File: src/rtl/cpu_defs_pkg.sv
// Shared CPU datapath types: HI/LO write source tags and the commit-slot record.
package cpu_defs_pkg;

    localparam int CPU_DATA_W = 32;

    typedef enum logic [1:0] {
        HILO_SRC_NONE = 2'd0,
        HILO_SRC_MEM  = 2'd1,
        HILO_SRC_DIV  = 2'd2
    } hilo_src_e;

    typedef struct packed {
        hilo_src_e               src;
        logic                    we_hi;
        logic                    we_lo;
        logic [CPU_DATA_W-1:0]   hi;
        logic [CPU_DATA_W-1:0]   lo;
    } hilo_wr_t;

endpackage

File: src/rtl/hilo_writer_commit_slot.sv
// One-entry WB commit slot for HI/LO writes: arbitrates MEM against the divider
// handshake and holds the winning write for exactly one cycle.
module hilo_commit_slot
    import cpu_defs_pkg::*;
#(
    parameter int DATA_W = 32
) (
    input  logic              clk_i,
    input  logic              rst_n_i,
    input  logic              mem_we_hi_i,
    input  logic              mem_we_lo_i,
    input  logic [DATA_W-1:0] mem_hi_i,
    input  logic [DATA_W-1:0] mem_lo_i,
    input  logic              stall_i,
    input  logic              flush_i,
    input  logic              div_valid_i,
    input  logic [DATA_W-1:0] div_hi_i,
    input  logic [DATA_W-1:0] div_lo_i,
    output logic              div_ready_o,
    output logic              mem_wr_o,
    output logic              slot_we_hi_o,
    output logic              slot_we_lo_o,
    output logic [DATA_W-1:0] slot_hi_o,
    output logic [DATA_W-1:0] slot_lo_o
);

    hilo_src_e         src_q, src_d;
    logic              we_hi_q, we_hi_d;
    logic              we_lo_q, we_lo_d;
    logic [DATA_W-1:0] hi_q, hi_d;
    logic [DATA_W-1:0] lo_q, lo_d;
    logic              mem_wr;

    assign mem_wr      = (mem_we_hi_i | mem_we_lo_i) & ~stall_i & ~flush_i;
    // Ready never looks at div_valid_i, so the divider cannot form a comb loop through it.
    assign div_ready_o = ~flush_i & ~mem_wr;

    always_comb begin
        src_d   = HILO_SRC_NONE;
        we_hi_d = 1'b0;
        we_lo_d = 1'b0;
        hi_d    = hi_q;
        lo_d    = lo_q;
        if (mem_wr) begin
            src_d   = HILO_SRC_MEM;
            we_hi_d = mem_we_hi_i;
            we_lo_d = mem_we_lo_i;
            hi_d    = mem_hi_i;
            lo_d    = mem_lo_i;
        end else if (div_valid_i & ~flush_i) begin
            src_d   = HILO_SRC_DIV;
            we_hi_d = 1'b1;
            we_lo_d = 1'b1;
            hi_d    = div_hi_i;
            lo_d    = div_lo_i;
        end
    end

    always_ff @(posedge clk_i or negedge rst_n_i) begin
        if (!rst_n_i) begin
            src_q   <= HILO_SRC_NONE;
            we_hi_q <= 1'b0;
            we_lo_q <= 1'b0;
            hi_q    <= '0;
            lo_q    <= '0;
        end else begin
            src_q   <= src_d;
            we_hi_q <= we_hi_d;
            we_lo_q <= we_lo_d;
            hi_q    <= hi_d;
            lo_q    <= lo_d;
        end
    end

    assign mem_wr_o     = mem_wr;
    assign slot_we_hi_o = (src_q != HILO_SRC_NONE) & we_hi_q;
    assign slot_we_lo_o = (src_q != HILO_SRC_NONE) & we_lo_q;
    assign slot_hi_o    = hi_q;
    assign slot_lo_o    = lo_q;

endmodule

File: src/rtl/hilo_writer.sv
// Architectural HI/LO register pair with a one-cycle commit slot and a fully
// forwarded HI/LO view for the EX-stage operand select.
module hilo_writer
    import cpu_defs_pkg::*;
#(
    parameter int                 DATA_W    = CPU_DATA_W,
    parameter logic [DATA_W-1:0]  RESET_VAL = '0
) (
    input  logic              clk_i,
    input  logic              rst_n_i,
    input  logic              mem_we_hi_i,
    input  logic              mem_we_lo_i,
    input  logic [DATA_W-1:0] mem_hi_i,
    input  logic [DATA_W-1:0] mem_lo_i,
    input  logic              stall_i,
    input  logic              flush_i,
    input  logic              div_valid_i,
    input  logic [DATA_W-1:0] div_hi_i,
    input  logic [DATA_W-1:0] div_lo_i,
    output logic              div_ready_o,
    output logic [DATA_W-1:0] hi_o,
    output logic [DATA_W-1:0] lo_o,
    output logic [DATA_W-1:0] hi_arch_o,
    output logic [DATA_W-1:0] lo_arch_o
);

    logic              mem_wr;
    logic              slot_we_hi;
    logic              slot_we_lo;
    logic [DATA_W-1:0] slot_hi;
    logic [DATA_W-1:0] slot_lo;
    logic [DATA_W-1:0] hi_q, hi_d;
    logic [DATA_W-1:0] lo_q, lo_d;

    hilo_commit_slot #(
        .DATA_W (DATA_W)
    ) u_slot (
        .clk_i        (clk_i),
        .rst_n_i      (rst_n_i),
        .mem_we_hi_i  (mem_we_hi_i),
        .mem_we_lo_i  (mem_we_lo_i),
        .mem_hi_i     (mem_hi_i),
        .mem_lo_i     (mem_lo_i),
        .stall_i      (stall_i),
        .flush_i      (flush_i),
        .div_valid_i  (div_valid_i),
        .div_hi_i     (div_hi_i),
        .div_lo_i     (div_lo_i),
        .div_ready_o  (div_ready_o),
        .mem_wr_o     (mem_wr),
        .slot_we_hi_o (slot_we_hi),
        .slot_we_lo_o (slot_we_lo),
        .slot_hi_o    (slot_hi),
        .slot_lo_o    (slot_lo)
    );

    // Slot commit is unconditional: stall/flush only gate what enters the slot.
    always_comb begin
        hi_d = hi_q;
        lo_d = lo_q;
        if (slot_we_hi) hi_d = slot_hi;
        if (slot_we_lo) lo_d = slot_lo;
    end

    always_ff @(posedge clk_i or negedge rst_n_i) begin
        if (!rst_n_i) begin
            hi_q <= RESET_VAL;
            lo_q <= RESET_VAL;
        end else begin
            hi_q <= hi_d;
            lo_q <= lo_d;
        end
    end

    // Youngest write wins per half; divider data is only visible once it sits in the slot.
    assign hi_o = (mem_wr & mem_we_hi_i) ? mem_hi_i :
                  slot_we_hi             ? slot_hi  : hi_q;
    assign lo_o = (mem_wr & mem_we_lo_i) ? mem_lo_i :
                  slot_we_lo             ? slot_lo  : lo_q;

    assign hi_arch_o = hi_q;
    assign lo_arch_o = lo_q;

endmodule

File: config.mk
export PLATFORM = sky130hd
export DESIGN_NAME = hilo_writer
export DESIGN_NICKNAME = d
export VERILOG_FILES = /design/src/rtl/cpu_defs_pkg.sv /design/src/rtl/hilo_writer_commit_slot.sv /design/src/rtl/hilo_writer.sv
export SDC_FILE = /design/constraint.sdc
export NUM_CORES = 1
export LEC_CHECK = 0
export CAP_MARGIN = 20
export CORE_UTILIZATION = 46
export DETAILED_ROUTE_END_ITERATION = 16
export PLACE_DENSITY = 0.88
export SYNTH_ARGS = -nofsm -noshare
export SYNTH_HDL_FRONTEND = slang
export SYNTH_HIERARCHICAL = 1
export SYNTH_SLANG_ARGS = --single-unit
export TNS_END_PERCENT = 50
File: constraint.sdc
create_clock -name clk_i -period 2.1 [get_ports clk_i]
set_input_delay 0.21 -clock clk_i [delete_from_list [all_inputs] [get_ports clk_i]]
set_output_delay 0.21 -clock clk_i [all_outputs]
set_load 0.005 [all_outputs]
# Yosys cells after proc, flatten, opt, wreduce, memory -nomap -nowiden

Cells that the tools add are included.

Input port bits: 135
Register bits after elaboration: 132
Output and inout bits: 129
Logic and storage cells: 34

Muxes and demuxes: 13
Reduce and logical (&&, ||, !) cells: 2
Bitwise logic cells: 12

Operators by type and width:

| cell              | count |
|---|---|
| $mux 32           | 8 |
| $and 1x1->1       | 8 |
| $mux 2            | 2 |
| $reduce_bool 2->1 | 2 |
| $mux 1            | 3 |
| $not 1->1         | 3 |
| $or 1x1->1        | 1 |

# Logic depth before layout (Yosys ltp)

Depth after elaboration: 5
Mapped depth: 7
Gate-level depth less buffers: 4

# By module

The synthesis kept the hierarchy.

By module, submodules not included:

| module           | area each (µm²) | seq. area each (µm²) | times used | cells an instance |
|---|---|---|---|---|
| hilo_commit_slot | 3688.5          | 1701.6               | 1          | 375 |
| hilo_writer      | 3673.5          | 1601.5               | 1          | 208 |

# Least setup slack after synthesis

No wires, ideal clock.

Path kind: input port to output port
Start: in flush_i
End: out hi_o[10]
Stages: 7
Required time: 1890 ps
Arrival: 1623 ps
Buffers on the path: 4
Slack: 267 ps
Cell sequence: buf_2 > buf_4 > clkbuf_1 > nor2_1 > nand2_1 > buf_2 > mux2_4

Cells in the longest elaborated chain, start to end: 4

Ends and longest elaborated chain:

| what               | RTL line                      | source |
|---|---|---|
| start: declaration | hilo_writer.sv:16             | `input logic flush_i,` |
| $not 1->1          | hilo_writer_commit_slot.sv:34 | `assign mem_wr = (mem_we_hi_i \| mem_we_lo_i) & ~stall_i & ~flush_i;` |
| $and 1x1->1        | hilo_writer_commit_slot.sv:34 |  |
| via mem_wr         | hilo_writer.sv:27             | `logic mem_wr;` |
| $and 1x1->1        | hilo_writer.sv:76             | `assign hi_o = (mem_wr & mem_we_hi_i) ? mem_hi_i :` |
| $mux 32            | hilo_writer.sv:76             |  |
| end: declaration   | hilo_writer.sv:21             | `output logic [DATA_W-1:0] hi_o,` |

The timed path passes the listed nets, and every way through them passes these cells.

# Worst setup path in the final report

Start: reg u_slot.src_q[1]
End: out lo_o[20]

Cells in the longest elaborated chain, start to end: 4

Ends and longest elaborated chain:

| what                     | RTL line                      | source |
|---|---|---|
| start: declaration       | hilo_writer_commit_slot.sv:27 | `hilo_src_e src_q, src_d;` |
| start signal: assignment | hilo_writer_commit_slot.sv:67 | `src_q <= src_d;` |
| $reduce_bool 2->1        | hilo_writer_commit_slot.sv:77 | `assign slot_we_lo_o = (src_q != HILO_SRC_NONE) & we_lo_q;` |
| $and 1x1->1              | hilo_writer_commit_slot.sv:77 |  |
| via slot_we_lo           | hilo_writer.sv:29             | `logic slot_we_lo;` |
| $mux 32                  | n/a                           |  |
| $mux 32                  | hilo_writer.sv:78             | `assign lo_o = (mem_wr & mem_we_lo_i) ? mem_lo_i :` |
| end: declaration         | hilo_writer.sv:22             | `output logic [DATA_W-1:0] lo_o,` |

The timed path passes the listed nets, and every way through them passes these cells.

==> summary.md <==
The run finished, with violations left. The final reports fail on setup timing. Final critical delay including setup and external delays: 2.31 ns.

The final worst setup slack was -0.208 ns; the count of vias placed by the detailed router was 5896. During I/O placement, the number of pins put on the boundary was 264. Broken down by cell family, the worst path's largest delay share belongs to multiplexers. The tools report the pin count of the biggest net entering global routing as 70.

CTS saw 132 sinks. The final cell count without fillers was 1092; the number of iterations in the first detailed-routing pass was 5. In the final layout, the multi-input gates occupy 3470 um2.

The floorplan has 45 rows. The tool flagged a number of max-cap violations equal to 0. The leftover overflow at the end of global routing was 0. TritonCTS built the clock tree.

The estimated wirelength of the detail-placed design was 14500 um; the worst slew margin relative to its limit was 0.485. The hold violation total from the final report was 0; the clock-pin slew of the registers on the worst-case setup and hold paths was 0.05 ns. The endpoint arrival time on the critical path was 2.10 ns; the fraction of final layout cells with drive strength greater than 1 was 0.389.

The analysis attributes to net switching a power of 2940 uW. The die is 129 um wide. Critical setup path kind: flip-flop to output port. The portion of total power attributed to combinational logic was 0.393; the total length of routed wires was 22200 um.

The placeable core region is 15400 um2, and the total die area is 16500 um2. Counting distinct cell types in the post-synthesis netlist gives 21. Area growth from synthesis to layout: 50.9%. The path class of the lowest-slack min-delay path was primary input to flip-flop. TritonCTS created 17 clock buffers. The count of input and output buffers came out at 263. The master cell of the clock root buffer was clkbuf_16. At the end of routability-driven placement, the weighted congestion stood at 0.788. For the clock insertion delay at the later pin of the skew report, the log shows 0.41 ns. Summed over all nets, wire length on met2 after detailed routing comes to 11300 um. The maximum VDD drop came out at 0.000525 V.

In this run the top signal layer used is met4. The per-cell via count in the routed design is 5.40. The fraction of the cycle the final worst path needs came out at 1.10.

At the end of the flow, the number of nets in the layout was 1004. Wire segments on met3 add up to 1650 um in the final route. The placed cell count is 1032. Setup violations remaining at the end of the flow were counted as 64. In this run the power density over the cells is 1000 nW/um2.

The number of buffers and inverters on the critical path is 3. The net count after synthesis was 718. The logs give 6407 for the number of global-route vias before repair and 0.275 for the overall track demand over capacity in global routing. Starting utilization of the core area: 0.477. The sequential share of power was 0.320. The run gives 2 as the maximum clock insertion buffer count. The endpoint kind of the worst setup timing path is an output port. For the register cell area after layout, the log shows 3300 um2. The antenna violation net count after detailed routing was 0. Synthesis inferred 132 register bits. Setup repair after global routing could not meet its margin everywhere. The tools report the post-route DRC violation count as 0. Walking the worst path, the cells encountered are o21a_4 -> buf_12 -> buf_12 -> mux2_4 -> mux2_4 -> buf_6.

The run gives 0 as the number of antenna violations at the first check in global routing. The first global-routing pass estimated 34600 um of wire. Dividing the detail-routed wire length by the instance count gives 20.4 um. In the synthesized netlist, the number of instances is 583. The layout has 1067 filler cells. The clock network fraction of design power came out at 0.287. Worst-path cell with the longest stage delay: dfrtp_1. The switching portion of total power works out to 0.265. The analysis attributes to cell leakage a power of 0.00502 uW. The number of violations reported at the end of detailed-routing iteration 0 came out at 306.

Transition time at the pin with the least slew margin: 0.773 ns. The logs give 6 for the yosys synthesis warning count and 7360 um2 for the summed instance area of the synthesized netlist. The tools report the startpoint kind of the worst setup timing path as a flip-flop. For the antenna diode instance count, the log shows 0.

In this run the vertical extent of the chip is 129 um. The synthesized area per cell came out at 12.6 um2. The final max-slew violation count is 0. The share of the yosys chip area belonging to registers is 0.449, and the wire length the detailed router placed on met1 is 8760 um. The setup skew after layout was 0.00788 ns. The highest clock rate came out at 0.433 GHz.

The largest incremental delay on the critical path is 0.40 ns, and the total number of H-tree levels is 4. Of all nets on the critical path, the largest fanout is 7. The end-of-flow core utilization was 0.720; the internal power summed over all cells was 8170 uW. Data on the critical path is required at its endpoint by 1.89 ns.
## cell usage after synthesis
cell type | number | area (um2)
dfrtp_1 | 132 | 3300
nor3_1 | 128 | 641
mux2_4 | 120 | 1800
inv_1 | 65 | 244
a211oi_2 | 60 | 751
buf_2 | 18 | 90.1
clkbuf_1 | 10 | 37.5
buf_6 | 9 | 101
mux2_2 | 8 | 90.1
buf_4 | 7 | 52.6
buf_12 | 6 | 120
a211oi_1 | 4 | 30.0
nor2_1 | 4 | 15.0
nand2_1 | 2 | 7.51
nand2b_1 | 2 | 12.5
o21a_1 | 2 | 15.0
o21bai_1 | 2 | 15.0
a21oi_1 | 1 | 5.00
a2bb2oi_1 | 1 | 8.76
o21ai_0 | 1 | 5.00
o21ba_4 | 1 | 16.3
## worst paths after layout
path                            cells past startpoint  slack, ns           startpoint                    to
max in group asynchronous                           3       1.13              rst_n_i  u_slot/slot_lo_o[29]
worst max-delay path                                6      -0.21      u_slot/src_q[1]              lo_o[20]
worst max register to register                      5       0.56      u_slot/src_q[1]         lo_arch_o[26]
min in group asynchronous                           2       0.31              rst_n_i          hi_arch_o[5]
worst min-delay path                                2       0.14              flush_i       u_slot/src_q[0]
worst min register to register                      1       0.52  u_slot/slot_hi_o[2]          hi_arch_o[2]
## area by class of cell
cell class	instances	share of cell area
clock buffer	23	0.0439
clock inverter	8	0.0133
inverter	65	0.0220
multi-input combinational	336	0.312
sequential	132	0.297
tap	211	0.0238
timing repair buffer	317	0.287
## cell families (layout without fill, tap and decap cells)
| logic type | count (synthesis) | count (layout) | synth area share |
|---|---|---|---|
| AND/OR/NAND/NOR | 136 | 136 | 0.0918 |
| flip-flops | 132 | 132 | 0.449 |
| multiplexers | 128 | 128 | 0.257 |
| buffers and inverters | 115 | 413 | 0.0877 |
| AO/OA/AOI/OAI | 72 | 72 | 0.115 |
## layer usage
layer | track usage | up-vias
li1 | - | 2635
met2 | 0.475 | 288
met5 | 0 | -
met1 | 0.334 | 2932
met4 | 0.106 | 0
met3 | 0.0620 | 41
## cell usage in the layout, fill, tap and decap left out, drive strengths merged, types with 3 or more instances in the layout
cell / instances
dfrtp: 132
clkbuf: 59
nor3: 128
clkdlybuf4s50: 197
inv: 65
mux2: 128
buf: 81
a211oi: 64
nor2: 4
bufinv: 4
clkinvlp: 3
## sequential cells by signal, indices dropped and copies added (netlist names)
signal / count
hi_arch_o: 32
lo_arch_o: 32
u_slot/we_lo_q: 1
u_slot/we_hi_q: 1
u_slot/slot_hi_o: 32
u_slot/src_q: 2
u_slot/slot_lo_o: 32
## power groups by stage
| stage | Sequential, uW | Clock [uW] | Combinational (uW) |
|---|---|---|---|
| after CTS | 3540 | 3240 | 4470 |
| after global routing | 3620 | 3350 | 4620 |
| after floorplan | 3550 | 0 | 1950 |
| final | 3550 | 3190 | 4370 |
| after detailed placement | 3570 | 0 | 4400 |
| after global placement | 3530 | 0 | 4340 |
## worst reg2reg max path: cells and delay by family, from the launching register on
kind                   cells  cell delay (ns)
AO/OA/AOI/OAI              1             0.29
buffers and inverters      3             0.45
flip-flops                 1             0.40
multiplexers               1             0.30
## repair_timing
action / in CTS / in global routing
hold endpoints to repair: 44 / 0
buffers inserted: 23 / 4
setup endpoints to repair: 64 / 64
cloned: 3 / 0
pin swaps: 2 / 2
hold buffers: 1 / 0
gates resized for setup: 222 / 49
## through the flow
| step | setup TNS, ns | total power (uW) | area (um2) | worst slack [ns] | hold slack [ns] |
|---|---|---|---|---|---|
| 3_3_place_gp | -18.25 | 7870 | 10200 | -0.318 | 0.178 |
| 4_1_cts | -12.52 | 11300 | 11300 | -0.292 | 0.107 |
| 5_1_grt | -10.17 | 11600 | 11100 | -0.268 | 0.121 |
| 3_5_place_dp | -22.47 | 7980 | 10200 | -0.384 | 0.179 |
| 2_1_floorplan | 0 | 5500 | 7360 | 0.267 | -0.0856 |
| 6_report | -6.53 | 11100 | 11100 | -0.208 | 0.142 |
(Power assumes the default switching activity.)
